$ cat config.mk
export PLATFORM = sky130hd
export DESIGN_NAME = rect_raster_flat
export DESIGN_NICKNAME = d
export VERILOG_FILES = /design/src/rtl/rect_raster_if.sv /design/src/rtl/rect_raster.sv /design/src/flat_wrapper.sv
export SDC_FILE = /design/constraint.sdc
export NUM_CORES = 1
export LEC_CHECK = 0
export CAP_MARGIN = 20
export CORE_ASPECT_RATIO = 0.6
export CORE_MARGIN = 3
export CORE_UTILIZATION = 40
export CTS_CLUSTER_SIZE = 30
export DETAILED_ROUTE_END_ITERATION = 12
export PLACE_DENSITY_LB_ADDON = 0.15
export SLEW_MARGIN = 20
export SYNTH_ARGS = -nofsm -noshare
export SYNTH_HDL_FRONTEND = slang
export SYNTH_SLANG_ARGS = --single-unit
$ cat constraint.sdc
create_clock -name clk -period 5.9 [get_ports clk]
set_clock_uncertainty 0.15 [all_clocks]
set_input_delay 0.59 -clock clk [delete_from_list [all_inputs] [get_ports clk]]
set_output_delay 0.59 -clock clk [all_outputs]
set_load 0.05 [all_outputs]
$ cat src/rtl/rect_raster_if.sv
// Rectangle rasteriser request/pixel bundle.
// Hole ports exist only when RECT_RASTER_HOLE_EN is defined.
interface rect_raster_if;
  logic       start;
  logic [7:0] start_x;
  logic [6:0] start_y;
  logic [7:0] width;
  logic [6:0] height;
  logic [2:0] colour_in;
`ifdef RECT_RASTER_HOLE_EN
  logic [6:0] hole_y;
  logic [6:0] hole_h;
`endif
  logic       busy;
  logic [7:0] x_out;
  logic [6:0] y_out;
  logic [2:0] colour_out;
  logic       plot;
  logic       finished_draw;

`ifdef RECT_RASTER_HOLE_EN
  modport master (
    output start, start_x, start_y,
    output width, height, colour_in,
    output hole_y, hole_h,
    input  busy, x_out, y_out,
    input  colour_out, plot, finished_draw
  );
  modport slave (
    input  start, start_x, start_y,
    input  width, height, colour_in,
    input  hole_y, hole_h,
    output busy, x_out, y_out,
    output colour_out, plot, finished_draw
  );
`else
  modport master (
    output start, start_x, start_y,
    output width, height, colour_in,
    input  busy, x_out, y_out,
    input  colour_out, plot, finished_draw
  );
  modport slave (
    input  start, start_x, start_y,
    input  width, height, colour_in,
    output busy, x_out, y_out,
    output colour_out, plot, finished_draw
  );
`endif
endinterface

$ cat src/rtl/rect_raster.sv
// Row-major rectangle rasteriser, one pixel per clock, with clipping.
// RECT_RASTER_HOLE_EN adds a background-coloured band of hole rows.
module rect_raster #(
  parameter int         SCREEN_W  = 160,
  parameter int         SCREEN_H  = 120,
  parameter logic [2:0] BG_COLOUR = 3'b111
) (
  input logic          clk,
  input logic          reset,
  rect_raster_if.slave bus
);

  typedef enum logic [1:0] {
    IDLE,
    DRAW,
    DONE
  } state_t;

  typedef struct packed {
    logic [7:0] x;
    logic [6:0] y;
    logic [7:0] w;
    logic [6:0] h;
    logic [2:0] c;
`ifdef RECT_RASTER_HOLE_EN
    logic [6:0] hy;
    logic [6:0] hh;
`endif
  } rect_t;

  localparam logic [8:0] X_LIM = 9'(SCREEN_W);
  localparam logic [7:0] Y_LIM = 8'(SCREEN_H);

  state_t     state, state_n;
  rect_t      rect, rect_n;
  logic [7:0] col, col_n;
  logic [6:0] row, row_n;

  logic       busy_q, busy_n;
  logic       plot_q, plot_n;
  logic       fin_q, fin_n;
  logic [7:0] x_q, x_n;
  logic [6:0] y_q, y_n;
  logic [2:0] c_q, c_n;

  logic       last_col;
  logic       last_row;
  logic       draw_n;
  logic       in_hole;
  logic [8:0] px;
  logic [7:0] py;
`ifdef RECT_RASTER_HOLE_EN
  logic [7:0] hole_lo;
  logic [7:0] hole_hi;
`endif

  always_ff @(posedge clk) begin
    if (reset) begin
      state  <= IDLE;
      rect   <= '0;
      col    <= '0;
      row    <= '0;
      busy_q <= 1'b0;
      plot_q <= 1'b0;
      fin_q  <= 1'b0;
      x_q    <= '0;
      y_q    <= '0;
      c_q    <= '0;
    end else begin
      state  <= state_n;
      rect   <= rect_n;
      col    <= col_n;
      row    <= row_n;
      busy_q <= busy_n;
      plot_q <= plot_n;
      fin_q  <= fin_n;
      x_q    <= x_n;
      y_q    <= y_n;
      c_q    <= c_n;
    end
  end

  assign last_col = (col == rect.w - 8'd1);
  assign last_row = (row == rect.h - 7'd1);

  always_comb begin
    state_n = state;
    rect_n  = rect;
    col_n   = col;
    row_n   = row;
    unique case (state)
      IDLE: begin
        if (bus.start) begin
          rect_n.x  = bus.start_x;
          rect_n.y  = bus.start_y;
          rect_n.w  = bus.width;
          rect_n.h  = bus.height;
          rect_n.c  = bus.colour_in;
`ifdef RECT_RASTER_HOLE_EN
          rect_n.hy = bus.hole_y;
          rect_n.hh = bus.hole_h;
`endif
          col_n = '0;
          row_n = '0;
          if (bus.width == 8'd0 ||
              bus.height == 7'd0)
            state_n = DONE;
          else
            state_n = DRAW;
        end
      end
      DRAW: begin
        unique case (1'b1)
          last_col && last_row: begin
            col_n   = '0;
            state_n = DONE;
          end
          last_col && !last_row: begin
            col_n = '0;
            row_n = row + 7'd1;
          end
          default: col_n = col + 8'd1;
        endcase
      end
      DONE:    state_n = IDLE;
      default: state_n = IDLE;
    endcase
  end

  // Outputs are registered, so they are derived from next-cycle state.
  always_comb begin
    px     = {1'b0, rect_n.x} + {1'b0, col_n};
    py     = {1'b0, rect_n.y} + {1'b0, row_n};
    draw_n = (state_n == DRAW);
`ifdef RECT_RASTER_HOLE_EN
    hole_lo = {1'b0, rect_n.hy};
    hole_hi = {1'b0, rect_n.hy}
            + {1'b0, rect_n.hh};
    in_hole = (py >= hole_lo) &&
              (py < hole_hi);
`else
    in_hole = 1'b0;
`endif
    busy_n = draw_n;
    fin_n  = (state_n == DONE);
    plot_n = draw_n && (px < X_LIM) &&
             (py < Y_LIM);
    x_n    = x_q;
    y_n    = y_q;
    c_n    = c_q;
    if (draw_n) begin
      x_n = px[7:0];
      y_n = py[6:0];
      c_n = in_hole ? BG_COLOUR : rect_n.c;
    end
  end

  assign bus.busy          = busy_q;
  assign bus.plot          = plot_q;
  assign bus.finished_draw = fin_q;
  assign bus.x_out         = x_q;
  assign bus.y_out         = y_q;
  assign bus.colour_out    = c_q;

endmodule

$ cat src/flat_wrapper.sv
// flat-port wrapper written by rule: the top's interface ports become plain ports
module rect_raster_flat 
#(
  parameter int         SCREEN_W  = 160,
  parameter int         SCREEN_H  = 120,
  parameter logic [2:0] BG_COLOUR = 3'b111
)
  (clk, reset, bus_start, bus_start_x, bus_start_y, bus_width, bus_height, bus_colour_in, bus_busy, bus_x_out, bus_y_out, bus_colour_out, bus_plot, bus_finished_draw);
  rect_raster_if bus_i ();
  input logic clk;
  input logic reset;
  input wire logic [$bits(bus_i.start)-1:0] bus_start;
  input wire logic [$bits(bus_i.start_x)-1:0] bus_start_x;
  input wire logic [$bits(bus_i.start_y)-1:0] bus_start_y;
  input wire logic [$bits(bus_i.width)-1:0] bus_width;
  input wire logic [$bits(bus_i.height)-1:0] bus_height;
  input wire logic [$bits(bus_i.colour_in)-1:0] bus_colour_in;
  output wire logic [$bits(bus_i.busy)-1:0] bus_busy;
  output wire logic [$bits(bus_i.x_out)-1:0] bus_x_out;
  output wire logic [$bits(bus_i.y_out)-1:0] bus_y_out;
  output wire logic [$bits(bus_i.colour_out)-1:0] bus_colour_out;
  output wire logic [$bits(bus_i.plot)-1:0] bus_plot;
  output wire logic [$bits(bus_i.finished_draw)-1:0] bus_finished_draw;
  assign bus_i.start = bus_start;
  assign bus_i.start_x = bus_start_x;
  assign bus_i.start_y = bus_start_y;
  assign bus_i.width = bus_width;
  assign bus_i.height = bus_height;
  assign bus_i.colour_in = bus_colour_in;
  assign bus_busy = bus_i.busy;
  assign bus_x_out = bus_i.x_out;
  assign bus_y_out = bus_i.y_out;
  assign bus_colour_out = bus_i.colour_out;
  assign bus_plot = bus_i.plot;
  assign bus_finished_draw = bus_i.finished_draw;
  rect_raster #(.SCREEN_W(SCREEN_W), .SCREEN_H(SCREEN_H), .BG_COLOUR(BG_COLOUR)) u_core (.clk(clk), .reset(reset), .bus(bus_i));
endmodule
* Word-level counts from Yosys, hierarchy flattened
Cells that the tools add are included.
Word-level totals: register bits after elaboration 71, output and inout port bits 21, logic and storage cells 50
Operators by class: reduce and logical (&&, ||, !) cells 11, eq/ne operators 5, multiplexer cells 12, add/subtract/negate cells 6, magnitude comparators 2
Operators by type and width (number):
- $mux 33 | 2
- $mux 8 | 2
- $pmux 8 s2 | 1
- $mux 7 | 2
- $pmux 7 s2 | 1
- $add 8x8->9 | 1
- $lt 9x8->1 const B | 1
- $add 7x7->8 | 1
- $add 8x1->8 const B | 1
- $eq 8x8->1 | 1
- $logic_not 8->1 | 1
- $lt 8x7->1 const B | 1
- $sub 8x1->8 const B | 1
- $add 7x1->7 const B | 1
- $eq 7x7->1 | 1
- $logic_not 7->1 | 1
- $sub 7x1->7 const B | 1
- $mux 2 | 3
- $eq 2x1->1 const B | 2
- $logic_and 1x1->1 | 4
- $pmux 2 s2 | 1
- $eq 2x2->1 const B | 1
- $logic_not 2->1 | 1
- $reduce_and 2->1 | 1
- 3 further kinds | 3

* Longest topological paths before layout
depth after elaboration 11, gate-level depth with buffers 18, depth with buffers taken out 16

* Worst setup path after synthesis
OpenSTA, ideal clock, no wires.
path kind reg2reg, start register u_core.rect[10] (netlist bit), end register u_core.plot_q, in the netlist u_core.bus.plot, cell stages (with the launch flop) 19, period minus slack after synthesis 4263 ps, path slack 1637 ps, arrival time 4017 ps, buffers on the path 2, data required time 5654 ps, cells stage by stage dfxtp_1 clkbuf_1 inv_1 ha_1 nor4b_1 xnor2_1 or4_4 a211oi_1 buf_2 mux2i_1 nand2_1 ha_1 fa_1 a21o_1 a21oi_1 nand4b_1 nand3_1 a41o_1 nor4b_1
Between the ends: elaborated cells on any way between the ends 18
RTL lines:
- from (decl) | line rect_raster.sv:35 | rect_t rect, rect_n;
- from (signal assigned) | line rect_raster.sv:71 | rect <= rect_n;
- $sub 8x1->8 | line rect_raster.sv:83 | assign last_col = (col == rect.w - 8'd1);
- $eq 8x8->1 | line rect_raster.sv:83
- $logic_and 1x1->1 | line rect_raster.sv:118 | last_col && !last_row: begin
- $mux 7 | line rect_raster.sv:113 | unique case (1'b1)
- $pmux 7 s2 | line rect_raster.sv:91 | unique case (state)
- net u_core.row_n[0] | line rect_raster.sv:37 | logic [6:0] row, row_n;
- $add 7x7->8 | line rect_raster.sv:133 | py = {1'b0, rect_n.y} + {1'b0, row_n};
- $lt 8x7->1 | line rect_raster.sv:147 | (py < Y_LIM);
- $logic_and 1x1->1 | line rect_raster.sv:146 | plot_n = draw_n && (px < X_LIM) &&
- to (signal assigned) | line rect_raster.sv:75 | plot_q <= plot_n;
- to (decl) | line rect_raster.sv:40 | logic plot_q, plot_n;
The timed path passes the listed nets, and every way through them passes these cells. A chain may end at the register's enable or synchronous reset.

* Worst setup path after layout
Ends and elaborated chain as after synthesis.

==> qor.txt <==
Avg Cell Area, Syn: 8.016 µm²
Yosys top cell area share: 34.63%
Crit Path Max Fanout: 13
vias in the first global route: 3664
endpoints failing setup: 0
relative slew slack: 37.10%
Post-Route Setup TNS: 0 ns
pre-CTS WS: 1.393 ns
placement-stage cell area: 0.004726 mm²
core area: 0.009560 mm²
TritonCTS clock tree: built
sequential share of the synthesized area: 34.63%
initial drt markers: 289
Die X: 136.8 µm
CTS Root Cell: clkbuf_16
clock buffer depth: 2
H-tree depth: 3
top-level I/O count: 57
Hold Path Class: register to register
#FFs+latches synth: 71
syn_nets: 569
Synth area leader: dfxtp_1
Async S/R FF share, synth: 0%
CP endpoint kind: register
Post-synth EDFFs: 0
drt pass-1 iters: 5
Synth Area in Compound Gates: 19.27%
Post-CTS Resized: 0
most common library cells after synthesis: nand2_1 (126), dfxtp_1 (71), a21oi_1 (47)
Mapped Cells: 512
clock slew at reported path FFs: 0.06 ns
Setup Fix Bufs, Post-CTS: 0
I/O Buffers: 56
RePlAce Congestion: 0.9117
Post-Synth Adder-Cell Area: 6.768%
crit share post-route: 76.36%
outcome: finished clean
Final Cell Area: 0.005037 mm²
# DRC: 0
Yosys warning count: 0
Leak: 2.053 nW
Post-DRT Antenna Nets: 0
initial antenna violation count: 0
first-pass GRT wire length: 17.71 mm
Slew Limit Fails: 0
unique cell type count in the Yosys netlist: 59
max-cap viol count: 0
Worst VDD drop: 166.0 µV
Cell Pwr Density: 265.6 mW/mm²
CTS sink count: 71
reg2reg setup slack: 1.39 ns
fin nets: 611
Top FF cell, synth: dfxtp_1
Fmax: 222.0 MHz
pin count of the biggest net entering global routing: 59
largest family of logic cells by synthesized area: simple AND/OR/NAND/NOR gates
Tot GR Track Use: 18.99%
average wire per standard cell: 15.26 µm
via count: 3773
Row Count: 27
mux cell area share after synthesis: 6.311%
most frequent cell after synthesis: nand2_1
top cells by area in the synthesized netlist: dfxtp_1 (35%), nand2_1 (12%), ha_1 (5.8%)
CTS buffer count: 9
post-route minimum period: 4.505 ns
ANT cells: 0
Initial Util: 42.93%
WP data arrival: 4.60 ns
XOR/XNOR Fraction of Synth Area: 4.909%
Via density: 5.476
crit start category: register
Setup Crit Path Kind: register to register
Final Hold Fails: 0
later-pin clock latency in the skew report: 0.34 ns
final wirelength: 10.52 mm
dpl hpwl: 7.616 mm
area delta synth->final: 22.74%
chip height: 84.46 µm
unrepaired setup endpoints after global routing: false
final worst slack: 1.395 ns
worst hold slack: 0.3084 ns
die footprint: 0.01155 mm²
Slew @ Worst Pin: 0.9424 ns
CTS Hold Bufs: 0
layout cell share with drive strength beyond 1: 6.440%
CP required: 5.99 ns
Netlist Area Pre-Place: 0.004104 mm²
Post-Synth Simple-Gate Area: 23.84%
GR Overflow Total: 0
[state kept, by name, summed over array words and instances (netlist names)]
name,flops
u_core.row,7
u_core.bus.y_out,7
u_core.col,8
u_core.bus.busy,1
u_core.bus.plot,1
u_core.bus.colour_out,3
u_core.rect,33
u_core.state,2
u_core.bus.finished_draw,1
u_core.bus.x_out,8
[logic make-up after synthesis]
logic type,count (synthesis)
buf+inv,41
simple gates,213
xor+xnor,23
fa+ha+maj,21
flops,71
compound gates,118
mux,25
[worst max-delay path: stages (launching register included)]
cell	delay [ns]
dfxtp_1	0.37
inv_1	0.08
ha_1	0.24
nor4b_1	0.36
xnor2_1	0.12
or4_4	0.43
a211oi_1	0.25
buf_4	0.24
mux2i_1	0.24
nand2_1	0.09
ha_1	0.22
fa_1	0.41
a21o_1	0.19
a21oi_1	0.27
nand4b_1	0.16
nand3_1	0.10
a41o_1	0.26
nor4b_1	0.21
[worst paths after layout]
kind / endpoint / startpoint / cells past startpoint
max: u_core.bus.plot$_SDFF_PP0_ / u_core.rect[10]$_SDFFE_PP0P_ / 17
min: u_core.bus.x_out[5]$_SDFFE_PP0P_ / u_core.bus.x_out[5]$_SDFFE_PP0P_ / 2
max reg2reg: u_core.bus.plot$_SDFF_PP0_ / u_core.rect[10]$_SDFFE_PP0P_ / 17
min reg2reg: u_core.bus.x_out[5]$_SDFFE_PP0P_ / u_core.bus.x_out[5]$_SDFFE_PP0P_ / 2
[area by class of cell]
class	instances	area (µm²)
tap	130	162.7
clock inverter	3	40.04
fill	940	4523
sequential	71	1421
clock buffer	13	270.3
multi-input combinational	400	2509
inverter	11	41.29
timing repair buffer	61	593.1
[power by group]
| part | internal, mW | switching (mW) |
|---|---|---|
| registers | 0.506 | 0.0163 |
| clock network | 0.360 | 0.202 |
| logic | 0.102 | 0.152 |
[per-layer routing]
layer | global-route usage [%] | wire (µm) | vias to the layer above
li1 | - | - | 1903
met2 | 29.98 | 4691 | 92
met5 | 0 | 0 | -
met1 | 25.87 | 5176 | 1770
met4 | 5.215 | 120 | 0
met3 | 4.671 | 528 | 8
[cell usage in the layout, fill, tap and decap left out, types with 3 or more instances in the layout]
master           instances
a211oi_1                 6
a21o_1                   4
a21oi_1                 47
a311oi_1                 7
a31oi_1                 13
and2_1                   3
and3_1                   8
buf_4                    5
clkbuf_16                9
clkbuf_8                 3
clkdlybuf4s50_1         55
dfxtp_1                 71
ha_1                    19
inv_1                   11
mux2_1                   3
mux2_2                   4
mux2i_1                 18
nand2_1                126
nand3_1                 12
nand4_1                  4
nor2_1                  21
nor2b_1                  6
nor3_1                   8
nor4_1                   5
nor4b_1                  3
o211ai_1                 4
o21ai_0                 11
o21bai_1                 3
o31a_1                   4
or3_1                    4
xnor2_1                 15
xor2_1                   8
[stage by stage]
stage	cells	power, mW	util, %
2_1_floorplan	512	0.7041	-
3_3_place_gp	673	0.7814	49.43
3_5_place_dp	673	0.7863	49.43
4_1_cts	689	1.352	52.68
5_1_grt	689	1.404	52.69
6_report	689	1.338	52.69
No activity file was read; power rests on OpenSTA's default activity.
